===== config.mk =====
export PLATFORM = sky130hd
export DESIGN_NAME = inst_rom_arbiter
export DESIGN_NICKNAME = d
export VERILOG_FILES = /design/src/rtl/inst_rom_arbiter.sv
export SDC_FILE = /design/constraint.sdc
export NUM_CORES = 1
export LEC_CHECK = 0
export ABC_AREA = 1
export CAP_MARGIN = 40
export CORE_ASPECT_RATIO = 1.25
export CORE_MARGIN = 2
export CORE_UTILIZATION = 35
export CTS_BUF_LIST = sky130_fd_sc_hd__clkbuf_4 sky130_fd_sc_hd__clkbuf_8 sky130_fd_sc_hd__clkbuf_16
export CTS_CLUSTER_DIAMETER = 120
export DETAILED_ROUTE_END_ITERATION = 8
export MAX_ROUTING_LAYER = met4
export PLACE_DENSITY = 0.77
export SLEW_MARGIN = 5
export SYNTH_ARGS = -nofsm -noshare
export SYNTH_HDL_FRONTEND = slang
export SYNTH_SLANG_ARGS = --single-unit

===== constraint.sdc =====
create_clock -name clk -period 2.1 [get_ports clk]
set_input_delay 0.315 -clock clk [delete_from_list [all_inputs] [get_ports clk]]
set_output_delay 0.315 -clock clk [all_outputs]
set_load 0.05 [all_outputs]

===== src/rtl/inst_rom_arbiter.sv =====
// Shares the instruction ROM between IF (fixed priority) and DBG (starvation-guarded); grant is combinational, read data lands 1 cycle after grant.
// Backpressure: a denied requester holds req/addr until gnt; optional perf counters under ROM_ARB_PERF_EN.
module inst_rom_arbiter #(
   parameter int MAX_WAIT = 4,
   parameter int WAIT_W   = 8
) (
   input  logic        clk,
   input  logic        rst,
   input  logic        if_req,
   input  logic [31:0] if_addr,
   output logic        if_gnt,
   output logic [31:0] if_rdata,
   output logic        if_valid,
   input  logic        dbg_req,
   input  logic [31:0] dbg_addr,
   output logic        dbg_gnt,
   output logic [31:0] dbg_rdata,
   output logic        dbg_valid,
   output logic        rom_ce,
   output logic [31:0] rom_addr,
`ifdef ROM_ARB_PERF_EN
   output logic [31:0] perf_conflicts,
   output logic [31:0] perf_forced,
`endif
   input  logic [31:0] rom_inst
);

   localparam logic CHIP_ENABLE  = 1'b1;
   localparam logic CHIP_DISABLE = 1'b0;
   localparam logic [WAIT_W-1:0] MAX_WAIT_C = WAIT_W'(MAX_WAIT);

   logic [WAIT_W-1:0] wait_cnt;
   logic              dbg_win;

   // Grants are masked by rst so nothing reaches the ROM while in reset.
   assign dbg_win = ~rst & dbg_req & (~if_req | (wait_cnt >= MAX_WAIT_C));
   assign dbg_gnt = dbg_win;
   assign if_gnt  = ~rst & if_req & ~dbg_win;

   always_comb begin
      rom_ce   = CHIP_DISABLE;
      rom_addr = '0;
      if (if_gnt) begin
         rom_ce   = CHIP_ENABLE;
         rom_addr = if_addr;
      end else if (dbg_gnt) begin
         rom_ce   = CHIP_ENABLE;
         rom_addr = dbg_addr;
      end
   end

   always_ff @(posedge clk or posedge rst) begin
      if (rst) begin
         if_valid  <= 1'b0;
         if_rdata  <= '0;
         dbg_valid <= 1'b0;
         dbg_rdata <= '0;
         wait_cnt  <= '0;
      end else begin
         if_valid  <= if_gnt;
         dbg_valid <= dbg_gnt;
         if (if_gnt)
            if_rdata <= rom_inst;
         if (dbg_gnt)
            dbg_rdata <= rom_inst;
         // Counts consecutive denied cycles of one pending DBG request.
         if (!dbg_req || dbg_gnt)
            wait_cnt <= '0;
         else if (wait_cnt != {WAIT_W{1'b1}})
            wait_cnt <= wait_cnt + 1'b1;
      end
   end

`ifdef ROM_ARB_PERF_EN
   always_ff @(posedge clk or posedge rst) begin
      if (rst) begin
         perf_conflicts <= '0;
         perf_forced    <= '0;
      end else begin
         if (if_req && dbg_req)
            perf_conflicts <= perf_conflicts + 32'd1;
         if (dbg_gnt && if_req)
            perf_forced <= perf_forced + 32'd1;
      end
   end
`endif

endmodule

==> summary.md <==
| Metric | Value |
|---|---|
| Clock skew | `4.24 ps` |
| CP Capture Type | `output pin` |
| Nets | `773` |
| Yosys reg bits | `74` |
| Drc violations | `0` |
| DIE WIDTH | `93.9 um` |
| Final Max Tran Viols | `0` |
| Post-Syn Area | `3540 um^2` |
| Worst-skew pair later-pin latency | `330 ps` |
| Ys flop type | `dfrtp_1` |
| Outcome | `complete, no violations` |
| Synth Area in Compound Gates | `0.00849` |
| Routability-driven placement congestion ratio | `0.835` |
| NetSw | `2.01 mW` |
| Int Pwr | `3.48 mW` |
| Setup Crit Path Kind | `reg -> out` |
| Warnings from Yosys | `0` |
| Die H | `116 um` |
| Fraction of layout instances using a drive strength above 1 | `0.156` |
| Post-synth ARST share | `1.00` |
| Clock power share | `0.285` |
| Number of I/O pins | `201` |
| Number of max-cap violations | `0` |
| Via density | `4.79` |
| CP Max Fanout | `7` |
| Syn Area/Cell | `7.62 um^2` |
| Diode count | `0` |
| Most frequent cells after synthesis | `nand2_1 (240), dfrtp_1 (74), nand3_1 (71)` |
| Combinational share of power | `0.393` |
| Std-Cell Rows | `41` |
| Synth top area cells | `dfrtp_1 (52%), nand2_1 (25%), nand3_1 (10%), buf_2 (2.4%), buf_4 (1.9%)` |
| Leak pwr | `3.15 nW` |
| Hold buffer count at cts | `0` |
| GRT Residual Overflow | `0` |
| Xor/xnor share of the synthesized area | `0.00248` |
| Post-Layout Cell Count | `804` |
| TritonCTS clock tree | `yes` |
| Final setup fails | `0` |
| # clock sinks | `74` |
| DRT Wirelength | `11.7 mm` |
| Total power | `5.49 mW` |
| Cells after Synth | `464` |
| Worst Setup Start Kind | `register` |
| Peak supply drop | `348 uV` |
| Worst-Margin Slew | `553 ps` |
| Syn nets | `566` |
| Slew HR | `0.630` |
| Critical Path RT | `1780 ps` |
| Starting Density | `0.355` |
| Register area share after synthesis | `0.524` |
| Max Buffers Root-to-Sink | `2` |
| DR iter-0 viols | `172` |
| Flop pwr share | `0.322` |
| Fillers | `842` |
| EDFF count, synth | `0` |
| Htree depth | `3` |
| Number of port buffers | `200` |
| TritonRoute pass-1 iters | `4` |
| Largest family of logic cells by synthesized area | `simple AND/OR/NAND/NOR gates` |
| Die area | `10,900 um^2` |
| Pwr Density | `851 nW/um^2` |
| Mux cell area share after synthesis | `0` |
| ANT nets after route | `0` |
| Final HPWL DP | `8.79 mm` |
| Clock transition at path regs | `50 ps` |
| Tmin final | `2060 ps` |
| Final Hold Violating Endpoints | `0` |
| Hold Crit Class | `reg -> reg` |
| Synth Area in Simple Gates | `0.391` |
| Number of global-route vias before repair | `3,854` |
| Share of the synthesized area in the top cell type | `0.524` |
| Clock buffer count from CTS | `9` |
| Critical path data arrival time | `1740 ps` |
| Unrepaired setup endpoints after global routing | `true` |
| Syn-to-layout area delta | `82.4%` |
| Placed insts | `785` |
| First-pass GRT wire length | `18.0 mm` |
| Clk root buf | `clkbuf_16` |
| Post-synth cell types | `18` |
| Sw frac | `0.367` |
| Initial antenna violation count | `0` |
| Count leader, synth | `nand2_1` |
| Synth area leader | `dfrtp_1` |
| Final period util | `0.979` |
| Gr usage total | `0.220` |
| Via count | `3,849` |
| WL/cell | `14.6 um` |
| Adder-Cell Fraction of Synth Area | `0.00708` |
| Largest net degree at the start of global routing | `52` |
| Core footprint | `9950 um^2` |
| FMAX | `486 MHz` |
==> layout make-up <==
type / instances / area, um^2 / share of cell area
inverters: 17 / 67.6 / 0.0105
flip-flops and latches: 74 / 1850 / 0.287
multi-input cells: 345 / 1490 / 0.231
repair buffers: 224 / 2560 / 0.398
clock buffers: 13 / 274 / 0.0425
clock inverters: 2 / 35.0 / 0.00543
well taps: 129 / 161 / 0.0250
==> critical path, stage by stage, from the launching register on <==
cell	delay (ps)
dfrtp_1	410
inv_1	90
nand2_1	60
nor2_1	120
nand2_2	80
nand2_4	80
inv_2	80
buf_4	170
nand2_1	60
nand2_1	90
buf_12	160
==> through the flow <==
| step | hold WS, ps | util | setup TNS, ps | instance area, um^2 | worst slack (ps) |
|---|---|---|---|---|---|
| 6_report | 467 | 0.648 | 0 | 6450 | 43.3 |
| 5_1_grt | 480 | 0.648 | -1200 | 6450 | -59.9 |
| 4_1_cts | 472 | 0.640 | 0 | 6370 | 11.9 |
| 3_5_place_dp | 458 | 0.609 | 0 | 6060 | 19.5 |
| 3_3_place_gp | 457 | 0.609 | 0 | 6060 | 50.7 |
| 2_1_floorplan | 425 | - | 0 | 3540 | 229 |
==> repair_timing <==
| action | CTS | global route |
|---|---|---|
| resized for setup | 0 | 21 |
| buffers inserted | 0 | 4 |
| setup endpoints to repair | 0 | 34 |
| hold endpoints to repair | 0 | 0 |
==> final timing paths <==
check | start | end | slack (ps) | cells after the start
worst max register to register | wait_cnt[4] | wait_cnt[0] | 330 | 9
worst min-delay path | if_rdata[3] | if_rdata[3] | 470 | 2
worst min register to register | if_rdata[3] | if_rdata[3] | 470 | 2
worst max-delay path | wait_cnt[4] | rom_addr[0] | 40 | 10
max in group asynchronous | rst | wait_cnt[2] | 1290 | 4
min in group asynchronous | rst | wait_cnt[5] | 560 | 4
==> cells in the final DEF, fill, tap and decap left out, types with 4 or more instances in the layout <==
master	count
nand2_1	224
clkdlybuf4s50_1	165
dfrtp_1	72
nand3_1	71
buf_12	37
buf_4	20
nand2_2	19
nor2_1	13
inv_1	11
clkbuf_16	9
inv_2	5
nand4_1	4
==> flip-flops by register name (all words and copies together) (netlist names) <==
signal	count
if_valid	1
dbg_rdata	32
dbg_valid	1
wait_cnt	8
if_rdata	32
==> cells by family (layout without fill, tap and decap cells) <==
group	count (synthesis)	in the layout
and+or+nand+nor	336	336
AOI/OAI and AO/OA	6	6
buffers and inverters	45	256
xor gates and xnor gates	1	1
adders and majority gates	2	2
DFF	74	74
==> power groups by stage <==
stage / Sequential [mW] / Combinational (mW) / Clock, mW
finish: 1.77 / 2.16 / 1.56
global route: 1.79 / 2.27 / 1.64
CTS: 1.77 / 2.17 / 1.59
detailed placement: 1.79 / 2.16 / 0
global placement: 1.78 / 2.14 / 0
floorplan: 2.51 / 0.479 / 0
==> metal layers <==
metal / global-route usage / wire [um] / vias up
met3: 0.0323 / 602 / 29
met4: 0.115 / 366 / 0
met5: - / 0 / -
met2: 0.383 / 6330 / 159
met1: 0.244 / 4430 / 1799
li1: - / - / 1862
(Power assumes the default switching activity.)
